`src/rtl/serial_comp_pkg.sv`:
```
// Shared types and helpers for the serial two's-complement negation unit.
// Latency: n/a (declarations only).
// Backpressure: n/a.
package serial_comp_pkg;

  localparam int SC_WIDTH_DEFAULT = 4;

  typedef enum logic [1:0] {
    IDLE  = 2'd0,
    SHIFT = 2'd1,
    DONE  = 2'd2
  } sc_state_e;

  // True when the low w bits of word are 1 followed by w-1 zeros, i.e. the
  // one value whose negation does not fit in w bits. Callers zero-extend.
  function automatic logic is_min_neg(input logic [63:0] word, input int w);
    logic [63:0] msb;
    logic [63:0] low;
    msb = 64'd1 << (w - 1);
    low = msb - 64'd1;
    return ((word & msb) != 64'd0) && ((word & low) == 64'd0);
  endfunction

endpackage

```
`src/rtl/serial_comp_dp.sv`:
```
// Bit-serial negation datapath: right-shift register, carry flop, half adder on ~LSB.
// Latency: one bit per shift_en cycle; WIDTH cycles for a full word.
// Backpressure: none; holds whenever load and shift_en are both low.
module serial_comp_dp
  import serial_comp_pkg::*;
#(
  parameter int WIDTH = SC_WIDTH_DEFAULT
) (
  input  logic             clk,
  input  logic             reset,
  input  logic             load,
  input  logic             shift_en,
  input  logic [WIDTH-1:0] load_data,
  output logic [WIDTH-1:0] q
);

  logic [WIDTH-1:0] sr_q;
  logic             carry_q;
  logic             inv_bit;
  logic             sum_bit;

  // Invert-and-increment one bit at a time: the carry starts at 1 (the "+1").
  assign inv_bit = ~sr_q[0];
  assign sum_bit = inv_bit ^ carry_q;

  // Shift register and carry: load presets carry, shift feeds the sum in at the MSB.
  always_ff @(posedge clk) begin
    if (reset) begin
      sr_q    <= '0;
      carry_q <= 1'b0;
    end else if (load) begin
      sr_q    <= load_data;
      carry_q <= 1'b1;
    end else if (shift_en) begin
      sr_q    <= {sum_bit, sr_q[WIDTH-1:1]};
      carry_q <= inv_bit & carry_q;
    end
  end

  assign q = sr_q;

endmodule

```
`src/rtl/serial_comp_ctrl.sv`:
```
// Sequencer for the serial negation datapath: accept operand, WIDTH shifts, present result.
// Latency: WIDTH+1 edges from accept edge to out_valid; one operand per WIDTH+2 cycles.
// Backpressure: result held stable in DONE until out_ready; in_ready low outside IDLE.
module serial_comp_ctrl
  import serial_comp_pkg::*;
#(
  parameter int WIDTH = SC_WIDTH_DEFAULT
) (
  input  logic             clk,
  input  logic             reset,
  input  logic             in_valid,
  output logic             in_ready,
  input  logic [WIDTH-1:0] in_data,
  output logic             out_valid,
  input  logic             out_ready,
  output logic [WIDTH-1:0] out_data,
  output logic             out_ovf,
  output logic             busy
);

  localparam int              CNT_W    = $clog2(WIDTH);
  localparam logic [CNT_W-1:0] CNT_LAST = CNT_W'(WIDTH - 1);

  sc_state_e        state_q;
  logic [CNT_W-1:0] cnt_q;
  logic             ovf_q;
  logic             in_ready_q;
  logic             out_valid_q;
  logic             busy_q;

  logic             dp_load;
  logic             dp_shift_en;
  logic [WIDTH-1:0] dp_q;

  // in_ready_q is high exactly in IDLE, so this is the accept handshake.
  assign dp_load     = in_valid & in_ready_q;
  assign dp_shift_en = (state_q == SHIFT);

  // Controller FSM with registered handshake/status outputs; counter idles at 0.
  always_ff @(posedge clk) begin
    if (reset) begin
      state_q     <= IDLE;
      cnt_q       <= '0;
      ovf_q       <= 1'b0;
      in_ready_q  <= 1'b1;
      out_valid_q <= 1'b0;
      busy_q      <= 1'b0;
    end else begin
      case (state_q)
        IDLE: begin
          if (dp_load) begin
            state_q    <= SHIFT;
            cnt_q      <= '0;
            ovf_q      <= is_min_neg(64'(in_data), WIDTH);
            in_ready_q <= 1'b0;
            busy_q     <= 1'b1;
          end
        end
        SHIFT: begin
          if (cnt_q == CNT_LAST) begin
            state_q     <= DONE;
            cnt_q       <= '0;
            out_valid_q <= 1'b1;
          end else begin
            cnt_q <= cnt_q + CNT_W'(1);
          end
        end
        DONE: begin
          if (out_ready) begin
            state_q     <= IDLE;
            ovf_q       <= 1'b0;
            in_ready_q  <= 1'b1;
            out_valid_q <= 1'b0;
            busy_q      <= 1'b0;
          end
        end
        default: begin
          state_q     <= IDLE;
          cnt_q       <= '0;
          ovf_q       <= 1'b0;
          in_ready_q  <= 1'b1;
          out_valid_q <= 1'b0;
          busy_q      <= 1'b0;
        end
      endcase
    end
  end

  serial_comp_dp #(
    .WIDTH(WIDTH)
  ) u_dp (
    .clk      (clk),
    .reset    (reset),
    .load     (dp_load),
    .shift_en (dp_shift_en),
    .load_data(in_data),
    .q        (dp_q)
  );

  assign in_ready  = in_ready_q;
  assign out_valid = out_valid_q;
  assign out_data  = dp_q;
  assign out_ovf   = ovf_q;
  assign busy      = busy_q;

endmodule

```
`config.mk`:
```
export PLATFORM = sky130hd
export DESIGN_NAME = serial_comp_ctrl
export DESIGN_NICKNAME = d
export VERILOG_FILES = /design/src/rtl/serial_comp_pkg.sv /design/src/rtl/serial_comp_dp.sv /design/src/rtl/serial_comp_ctrl.sv
export SDC_FILE = /design/constraint.sdc
export NUM_CORES = 1
export LEC_CHECK = 0
export CAP_MARGIN = 10
export CORE_AREA = 2 2 41 43
export CTS_CLUSTER_SIZE = 20
export DETAILED_ROUTE_END_ITERATION = 12
export DIE_AREA = 0 0 43 45
export PLACE_DENSITY = 0.74
export SYNTH_ARGS = -nofsm -noshare
export SYNTH_HDL_FRONTEND = slang
export SYNTH_SLANG_ARGS = --single-unit
```
`constraint.sdc`:
```
create_clock -name clk -period 1.2 [get_ports clk]
set_input_delay 0.12 -clock clk [delete_from_list [all_inputs] [get_ports clk]]
set_output_delay 0.12 -clock clk [all_outputs]
set_load 0.02 [all_outputs]
```
Word-level counts from Yosys, hierarchy flattened --
Cells that the tools add are included.
Word-level totals: output and inout port bits 8, register bits 13, input bits 8, logic and storage cells 51
Operators by class: bitwise operators 7, multiplexer cells 21, reduce and logical (&&, ||, !) cells 8, $add $sub $neg 1, equality and inequality tests 6
Operator list (count):
- $logic_not 64->1 | 1
- $pmux 1 s3 | 4
- $pmux 2 s3 | 2
- $mux 2 | 5
- $reduce_and 3->1 | 3
- $mux 1 | 8
- $mux 4 | 2
- $eq 2x2->1 const B | 2
- $ne 2x2->1 const B | 2
- $not 1->1 | 4
- $add 2x1->2 const B | 1
- $and 1x1->1 | 2
- $eq 2x1->1 const B | 1
- $logic_not 2->1 | 1
- $ne 2x1->1 const B | 1
- $reduce_and 2->1 | 1
- $reduce_bool 2->1 | 1
- $logic_and 1x1->1 | 1
- $xor 1x1->1 | 1

Depth between registers and ports, before layout --
Gate-level depths: netlist (run 1).
depth after elaboration 4, depth in mapped cells 5, gate-level depth less buffers 4

Modules after synthesis --
A second synthesis (run 1) with hierarchy kept.
Second synthesis, totals: cells, all modules 67, area total of the unflattened synthesis 616.8 um2
Modules (own cells, without submodules):
- serial_comp_ctrl | area an instance 375.4 um2, cells each 44, times used 1
- serial_comp_dp | area an instance 241.5 um2, cells each 23, times used 1

Least setup slack after synthesis (run 1) --
OpenSTA, ideal clock, no wires.
path kind reg-to-reg, from register u_dp.sr_q[0], in the netlist u_dp.q[0], to register u_dp.sr_q[3], in the netlist u_dp.q[3], stages on the path, launching flop included 5, slack 0.087 ns, period minus slack after synthesis 1.113 ns, library setup time 0.086 ns, arrival 1.028 ns, data required time 1.114 ns, cell sequence dfxtp_1 -> inv_1 -> ha_1 -> mux2i_1 -> a211oi_1
Between the ends: word-level cells in the longest chain between the ends 4
RTL lines:
- from (decl) | line serial_comp_dp.sv:17 | logic [WIDTH-1:0] sr_q;
- from (signal assigned) | line serial_comp_dp.sv:32 | sr_q <= load_data;
- from (signal assigned) | line serial_comp_dp.sv:35 | sr_q <= {sum_bit, sr_q[WIDTH-1:1]};
- $not 1->1 | line serial_comp_dp.sv:23 | assign inv_bit = ~sr_q[0];
- $xor 1x1->1 | line serial_comp_dp.sv:24 | assign sum_bit = inv_bit ^ carry_q;
- $mux 4 | line serial_comp_dp.sv:34 | end else if (shift_en) begin
- $mux 4 | line serial_comp_dp.sv:31 | end else if (load) begin
No other way between the ends. The select of a mux whose other input is x is not followed. A chain may end at the register's enable or synchronous reset.

Final worst setup path (run 1) --
from register state_q[0], to register ovf_q, in the netlist out_ovf
Between the ends: word-level cells in the longest chain between the ends 3
RTL lines:
- from (decl) | line serial_comp_ctrl.sv:24 | sc_state_e state_q;
- from (signal assigned) | line serial_comp_ctrl.sv:42 | state_q <= IDLE;
- from (signal assigned) | line serial_comp_ctrl.sv:52 | state_q <= SHIFT;
- from (signal assigned) | line serial_comp_ctrl.sv:61 | state_q <= DONE;
- $eq 2x2->1 (tied with other cells) | line serial_comp_ctrl.sv:49 | case (state_q)
- $ne 2x2->1 (no line) or $not 1->1 (tied branches)
- $reduce_and 3->1 (no line)
- to (signal assigned) | line serial_comp_ctrl.sv:54 | ovf_q <= is_min_neg(64'(in_data), WIDTH);
- to (decl) | line serial_comp_ctrl.sv:26 | logic ovf_q;
Several ways; a longest one is shown, not always the timed one.

==> results.cfg, run 1 <==
[cells_and_area]
fin_cells = 106
fillCellCount = 157
antenna_cells = 0
nets = 101
drive_gt1_frac = 0.144
final-seq-area_um2 = 262
syn2layout_area_growth_pct = 33.3
layout_common_cells = dfxtp_1, nor2_1, dlygate4sd2_1
multi_input_area_um2 = 328
postLayoutCellArea_um2 = 836
final_common_cell = dfxtp_1

[routing]
drc = 0
drt-total-wl_mm = 1.32
drt_pass1_iterations = 4
route.vias.total = 563
ant_nets = 0
avgRoutedWirePerCell_um = 12.5
drtIter0Drc = 5
avgViaCountPerCell = 5.31

[yosys]
synth_cells = 68
syn_area_um2 = 627
avgSynthCellArea_um2 = 9.22
synth_nets = 78
synth.top_cell.area_share = 0.415
synth_top_cell_by_area = dfxtp_1
synth_edf_count = 0
yosys-top-cells-area = dfxtp_1, mux2i_1, nor2_1
ys_ff_latch = 13
yosys_warnings = 0
synth_cell_types = 25
async_flop_share = 0
synth_seq_area_share = 0.415
dominantRegCellSynth = dfxtp_1

[floorplan]
io_pins = 16
start_util = 0.426
core-area_um2 = 1470
die_area_um2 = 1940
fp-row-count = 14
die_w_um = 43
die_height_um = 45

[place]
gp_congestion = 0.698
dpl.hpwl_um = 947
io_buffers = 15
placed_area_um2 = 811
dp_cells = 101

[worst_setup_path]
timing.rr.end = out_ovf
endpoint_kind = register
crit_required_ps = 1360
r2r_start = state_q[0]
path_class = reg2reg
worstPathMaxFanout = 10
reg2reg_depth = 4
crit_path_start = state_q[0]
start_kind = register
crit_arrival_ps = 1260
regToRegSetupSlack_ps = 100

[clock_tree]
cts_tree = built
cts.sinks = 13
clock_path_buffers = 2
cts_hold_buf = 0
cts_buffers = 3
htreeDepth = 1
clk-insertion-delay-late_ps = 270
clkSlewWorstSetupHoldPaths_ps = 70
ctsRootBufferMaster = clkbuf_4

[sta]
slew_headroom = 0.794
finalSetupViolations = 0
max_freq_mhz = 909
worst_pin_slew_ps = 305
fin_crit_sh = 0.917
period_minus_slack_ps = 1100
hold_viol_final = 0
fin_skew_ps = 1.05
rsz0062_at_grt = false
slew_viol_final = 0

[global_routing]
grt_overflow = 0
grt_max_degree = 11
grtUsageTotal = 0.153
grt_pass1_wl_mm = 2.15
antenna_found_initial = 0
grt_pass1_vias = 506

[flow_run]
maxCapViolations = 0

[worst_hold_path]
min_to = u_dp.q[2]
min_delay_path_depth = 3
min-delay-start = in_data[2]
min_path_type = in2reg

[power_and_ir_drop]
ir_drop_uv = 685
leakagePower_uw = 0.000359
power_density_nw_per_um2 = 1180
power.total_uw = 986

[run_status]
status = complete, no violations
-- power breakdown --
part           leakage, uW  switching, uW  internal, uW
logic             0.000236            118           118
registers         0.000108           18.2           464
clock network    0.0000150            139           129
-- worst max path at each step --
stage	end	slack (ps)	depth (start not counted)
global placement	out_ovf	10	4
floorplan	u_dp.q[3]	90	4
finish	out_ovf	100	4
detailed placement	u_dp.q[3]	-50	4
global route	out_ovf	7	4
CTS	u_dp.q[1]	50	3
-- what timing repair did --
item,CTS,global route
gates resized for setup,8,1
setup buffers,0,1
endpoints found under the hold margin,0,0
setup endpoints to repair,8,4
-- layer usage --
| layer | track usage | part of all wire | wire length (um) | up-vias |
|---|---|---|---|---|
| li1 | - | - | - | 289 |
| met1 | 0.174 | 0.44 | 585 | 254 |
| met2 | 0.261 | 0.48 | 635 | 16 |
| met3 | 0.0400 | 0.055 | 73 | 4 |
| met4 | 0.0909 | 0.020 | 26 | 0 |
| met5 | 0 | 0 | 0 | - |
-- Yosys cell counts (3+ instances only) --
| library cell | instances |
|---|---|
| nor2_1 | 11 |
| nor4b_1 | 3 |
| a211oi_1 | 4 |
| o21ai_0 | 3 |
| mux2i_1 | 5 |
| dfxtp_1 | 13 |
| nand2_1 | 3 |
| a21oi_1 | 4 |
-- registers in the layout, summed over array words and instances, names as in the netlist --
| register | cells |
|---|---|
| in_ready | 1 |
| cnt_q | 2 |
| u_dp.carry_q | 1 |
| state_q | 2 |
| busy | 1 |
| u_dp.q | 4 |
| out_ovf | 1 |
| out_valid | 1 |
-- cell type report --
type,instances,area share
flip-flops and latches,13,0.313
well taps,16,0.0240
inverters,2,0.00898
multi-input cells,49,0.392
clock buffers,4,0.0314
repair buffers,22,0.231
-- critical path, cell delays in order (launching register included) --
cell and delay [ps]:
dfxtp_1 310, buf_4 160, nand3b_1 210, a32oi_1 200
o21ai_0 100
-- stage by stage --
step | utilization | setup slack (ps) | hold WS (ps) | setup TNS, ps
final | 0.568 | 99.5 | 466 | 0
after floorplan | - | 87.0 | 206 | 0
after global placement | 0.551 | 14.6 | 481 | 0
after global routing | 0.568 | 6.95 | 476 | 0
after detailed placement | 0.551 | -50.7 | 491 | -202
after CTS | 0.562 | 49.2 | 470 | 0
-- cell families after synthesis --
logic type,after synthesis,synth area share
compound gates,17,0.180
fa+ha+maj,2,0.0399
buf+inv,6,0.0619
flops,13,0.415
mux,5,0.0798
simple gates,25,0.224
Power figures use the tool's default switching activity.
==> run 2: changes to the inputs <==
--- a/config.mk
+++ b/config.mk
@@ -5,11 +5,12 @@
 export SDC_FILE = /design/constraint.sdc
 export NUM_CORES = 1
 export LEC_CHECK = 0
+export ABC_AREA = 1
 export CAP_MARGIN = 10
-export CORE_AREA = 2 2 41 43
+export CORE_AREA = 2 2 40 42
 export CTS_CLUSTER_SIZE = 20
 export DETAILED_ROUTE_END_ITERATION = 12
-export DIE_AREA = 0 0 43 45
+export DIE_AREA = 0 0 42 44
 export PLACE_DENSITY = 0.74
 export SYNTH_ARGS = -nofsm -noshare
 export SYNTH_HDL_FRONTEND = slang
==> results.cfg, run 2 <==
[sta]
rsz0062_at_grt = false
fin_skew_ps = 3.47
fin_crit_sh = 0.920
setup_tns_ps = 0
worst_pin_slew_ps = 212
slew_viol_final = 0
fin_ws_ps = 96.1
slew_headroom = 0.859
max_freq_mhz = 906
period_minus_slack_ps = 1100
finalSetupViolations = 0
hold_viol_final = 0

[yosys]
synthAdderAreaFrac = 0.0423
ys_ff_latch = 13
syn_area_um2 = 592
dominantRegCellSynth = dfxtp_1
yosys.area_share.simple = 0.317
yosys_warnings = 0
synth_seq_area_share = 0.440
synth_cells = 83
synthMuxAreaShare = 0
synth_top_family_by_area = simple AND/OR/NAND/NOR gates
synth_compound_area_frac = 0.150
synth_xor_area_frac = 0
yosys-top-cells-area = dfxtp_1, nand2_1, a21oi_1
synth_cell_types = 16
ys_top_cells_by_count = nand2_1, dfxtp_1, a21oi_1
async_flop_share = 0
avgSynthCellArea_um2 = 7.13
synth_top_cell_by_area = dfxtp_1
synth.top_cell.area_share = 0.440
synthMostInstantiatedCell = nand2_1
synth_edf_count = 0
synth_nets = 93

[routing]
avgViaCountPerCell = 4.89
drt-total-wl_mm = 1.26
drc = 0
avgRoutedWirePerCell_um = 10.5
drt_pass1_iterations = 4
ant_nets = 0
drtIter0Drc = 7
route.vias.total = 587

[floorplan]
die_w_um = 42
fp-row-count = 14
core-area_um2 = 1420
die_height_um = 44
io_pins = 16
start_util = 0.417
die_area_um2 = 1850

[cells_and_area]
largest_reg_flops = 4
final_common_cell = nand2_1
fillCellCount = 147
multi_input_area_um2 = 302
antenna_cells = 0
syn2layout_area_growth_pct = 35.1
final-seq-area_um2 = 262
layout_common_cells = nand2_1, dfxtp_1, a21oi_1
drive_gt1_frac = 0.154
nets = 115

[global_routing]
antenna_found_initial = 0
grt_pass1_vias = 529
met2_usage = 0.278
busiest_layer = met2
grtUsageTotal = 0.168
grtUsageMet1 = 0.192
grt_pass1_wl_mm = 2.22
grt_max_degree = 9
use_met3 = 0.0292
grt_overflow = 0

[place]
dp_slack_ps = -52.6
io_buffers = 15
gp_congestion = 0.827
dpl.hpwl_mm = 1.04

[worst_setup_path]
crit_slowest_cell = dfxtp_1
worstPathMaxFanout = 3
endpoint_kind = primary output
regToRegSetupSlack_ps = 130
crit_family = flip-flops
cp_cell_sequence = dlygate4sd2_1
crit_required_ps = 1080
slowest_delay_ps = 360
crit_arrival_ps = 980
path_class = reg2out
critPathBufInv = 1
start_kind = register

[clock_tree]
clock_path_buffers = 2
htreeDepth = 1
cts_hold_buf = 0
cts_buffers = 3
cts.sinks = 13
clk-insertion-delay-late_ps = 280
cts_tree = built
ctsRootBufferMaster = clkbuf_4
clkSlewWorstSetupHoldPaths_ps = 80

[power_and_ir_drop]
ir_drop_uv = 605
power.total_uw = 1000
leakagePower_uw = 0.000369
power_density_nw_per_um2 = 1250

[run_status]
status = complete, no violations

[flow_run]
maxCapViolations = 0

[worst_hold_path]
min_path_type = reg2reg
-- run 2: final timing paths --
check	from	to	cells after the start
hold / removal	out_valid	out_valid	2
setup / recovery	u_dp.q[2]	out_data[2]	1
setup reg to reg	state_q[0]	busy	5
hold reg to reg	out_valid	out_valid	2
-- run 2: cells by family (layout without fill, tap and decap cells) --
logic type / Yosys count / in the layout
buffers and inverters: 8 / 29
AOI/OAI and AO/OA: 17 / 17
DFF: 13 / 13
adders and majority gates: 2 / 2
and+or+nand+nor: 43 / 43
-- run 2: worst reg2reg max path: stages, from the launching register on --
cell and delay (ps):
dfxtp_1 360, nor2_1 200, nand2_1 110, nand3_1 150
nand2_1 60, a21oi_1 120
-- run 2: layer usage --
metal  routed length, um  vias up
li1                    -      310
met1                 544      254
met2                 600       18
met3                  67        5
met4                  44        0
met5                   0        -
-- run 2: metrics by stage --
step | utilization | area, um2 | std cells | hold slack, ps
6_report | 0.563 | 800 | 120 | 457
5_1_grt | 0.563 | 800 | 120 | 478
4_1_cts | 0.563 | 798 | 120 | 459
3_5_place_dp | 0.550 | 781 | 116 | 452
3_3_place_gp | 0.550 | 781 | 116 | 445
2_1_floorplan | - | 592 | 83 | 189
-- run 2: power breakdown --
group	internal, uW	switching (uW)	leakage [uW]	total (uW)
combinational	99.7	138	0.000244	238
sequential	464	22.0	0.000107	486
clock	124	152	0.0000177	276
-- run 2: what timing repair did --
action | 4_1_cts | 5_1_grt
setup buffers | 0 | 0
endpoints found under the hold margin | 0 | 0
gates resized for setup | 8 | 3
setup endpoints to repair | 8 | 2
pin swaps | 0 | 1
-- run 2: layout make-up --
cell class              count  share of cell area
multi-input cells          62               0.377
flip-flops and latches     13               0.327
repair buffers             18               0.203
inverters                   7              0.0329
clock buffers               3              0.0282
well taps                  16              0.0250
clock inverters             1             0.00626
==> run 3: changes to the inputs <==
--- a/config.mk
+++ b/config.mk
@@ -5,13 +5,12 @@
 export SDC_FILE = /design/constraint.sdc
 export NUM_CORES = 1
 export LEC_CHECK = 0
-export ABC_AREA = 1
 export CAP_MARGIN = 10
-export CORE_AREA = 2 2 40 42
+export CORE_AREA = 2 2 43 45
 export CTS_CLUSTER_SIZE = 20
 export DETAILED_ROUTE_END_ITERATION = 12
-export DIE_AREA = 0 0 42 44
-export PLACE_DENSITY = 0.74
+export DIE_AREA = 0 0 45 47
+export PLACE_DENSITY = 0.7
 export SYNTH_ARGS = -nofsm -noshare
 export SYNTH_HDL_FRONTEND = slang
 export SYNTH_SLANG_ARGS = --single-unit
==> constraint.sdc (replaced) <==
create_clock -name clk -period 1 [get_ports clk]
set_input_delay 0.1 -clock clk [delete_from_list [all_inputs] [get_ports clk]]
set_output_delay 0.1 -clock clk [all_outputs]
set_load 0.02 [all_outputs]
==> results.cfg, run 3 (same netlist as run 1, synthesis figures left out) <==
[run_status]
status = finished with violations
violations = negative setup slack

[place]
placed_area_um2 = 877
dpl.hpwl_mm = 1.04
dp_cells = 110
gp_congestion = 0.743
dp_slack_ps = -215
io_buffers = 15

[sta]
finalSetupViolations = 5
worst_pin_slew_ps = 272
max_freq_mhz = 943
slew_headroom = 0.816
slew_viol_final = 0
rsz0062_at_grt = true
fin_skew_ps = 5.77
hold_viol_final = 0
period_minus_slack_ps = 1060
fin_ws_ps = -60.6
fin_crit_sh = 1.06

[power_and_ir_drop]
seq_power_share = 0.467
power.total_uw = 1250
power_frac_clock = 0.272
swShare = 0.298
leakagePower_uw = 0.000385
pwr-share-comb = 0.260
ir_drop_uv = 806
internal-power_uw = 875
power_density_nw_per_um2 = 1360
p_sw_uw = 371

[worst_hold_path]
min_delay_path_depth = 3
min_path_type = in2reg

[clock_tree]
ctsRootBufferMaster = clkbuf_4
clkSlewWorstSetupHoldPaths_ps = 90
cts_hold_buf = 0
clock_path_buffers = 2
clk-insertion-delay-late_ps = 290
cts_tree = built
htreeDepth = 1
cts_buffers = 3
cts.sinks = 13

[global_routing]
grt_pass1_wl_mm = 2.32
grtUsageTotal = 0.155
grt_overflow = 0
grt_max_degree = 11
grt_pass1_vias = 532
antenna_found_initial = 0

[flow_run]
maxCapViolations = 0

[worst_setup_path]
endpoint_kind = register
worstPathMaxFanout = 6
crit_required_ps = 1180
reg2reg_depth = 3
path_class = reg2reg
crit_slowest_cell = dfxtp_2
crit_arrival_ps = 1240
slowest_delay_ps = 360
start_kind = register
cp_cell_sequence = nor2b_4, mux2i_1, a211oi_1

[cells_and_area]
postLayoutCellArea_um2 = 916
fillCellCount = 147
largest_reg_flops = 4
final_common_cell = buf_4
antenna_cells = 0
fin_cells = 115
drive_gt1_frac = 0.388
nets = 109
layout_common_cells = buf_4, nor2_1, dfxtp_1
syn2layout_area_growth_pct = 46.1

[routing]
ant_nets = 0
drtIter0Drc = 7
drt_pass1_iterations = 5
avgRoutedWirePerCell_um = 12.5
drc = 0
drt-total-wl_mm = 1.44
route.vias.total = 604
avgViaCountPerCell = 5.25

[floorplan]
core-area_um2 = 1650
start_util = 0.380
die_height_um = 47
die_w_um = 45
io_pins = 16
fp-row-count = 15
die_area_um2 = 2120
## run 3: changes by cell type in the layout (fill, tap and decap cells not counted), sizes merged, moves of 3 or more
cell,before,now
buf,3,21
a21oi,12,4
nor2,6,11
dlygate4sd2,8,0
a211oi,0,4
nor4b,0,3
nand2,33,3
mux2i,0,5
inv,7,2
## run 3: routing by layer
layer	global-route usage	wire, um	up-vias
li1	-	-	304
met1	0.213	706	269
met2	0.223	589	27
met3	0.0385	110	4
met4	0.0882	29	0
met5	0	0	-
## run 3: final timing paths
path	from	end	slack (ps)
max	state_q[0]	u_dp.q[1]	-60
max reg2reg	state_q[0]	u_dp.q[1]	-60
min reg2reg	cnt_q[1]	cnt_q[1]	520
min	in_data[3]	u_dp.q[3]	420
## run 3: metrics by stage
step	utilization	setup TNS (ps)	hold WS, ps
global placement	0.531	-1810	472
CTS	0.545	-189	421
global route	0.555	-717	463
finish	0.555	-186	423
detailed placement	0.531	-1860	478
floorplan	-	-20.7	186
## run 3: worst max-delay path: cells and delay by family (launching register included)
| kind | cells | cell delay [ps] |
|---|---|---|
| compound gates | 1 | 90 |
| flops | 1 | 360 |
| mux | 1 | 230 |
| simple gates | 1 | 270 |
## run 3: cell type report
type / instances / area [um2] / share of cell area
multi-input combinational: 49 / 349 / 0.381
sequential: 13 / 272 / 0.296
timing repair buffer: 30 / 239 / 0.261
clock buffer: 3 / 22.5 / 0.0246
tap: 17 / 21.3 / 0.0232
inverter: 2 / 7.51 / 0.00820
clock inverter: 1 / 5.00 / 0.00546
## run 3: repair_timing
action | in CTS | in global routing
buffers inserted | 0 | 1
gates resized for setup | 33 | 9
hold endpoints to repair | 0 | 0
pin swaps | 1 | 2
setup endpoints to repair | 21 | 14
## run 3: power by group through the flow
stage	sequential, uW	combinational [uW]	clock (uW)
final	582	324	339
after global routing	588	352	363
after global placement	591	323	0
after floorplan	624	134	0
after detailed placement	592	326	0
after CTS	582	317	346
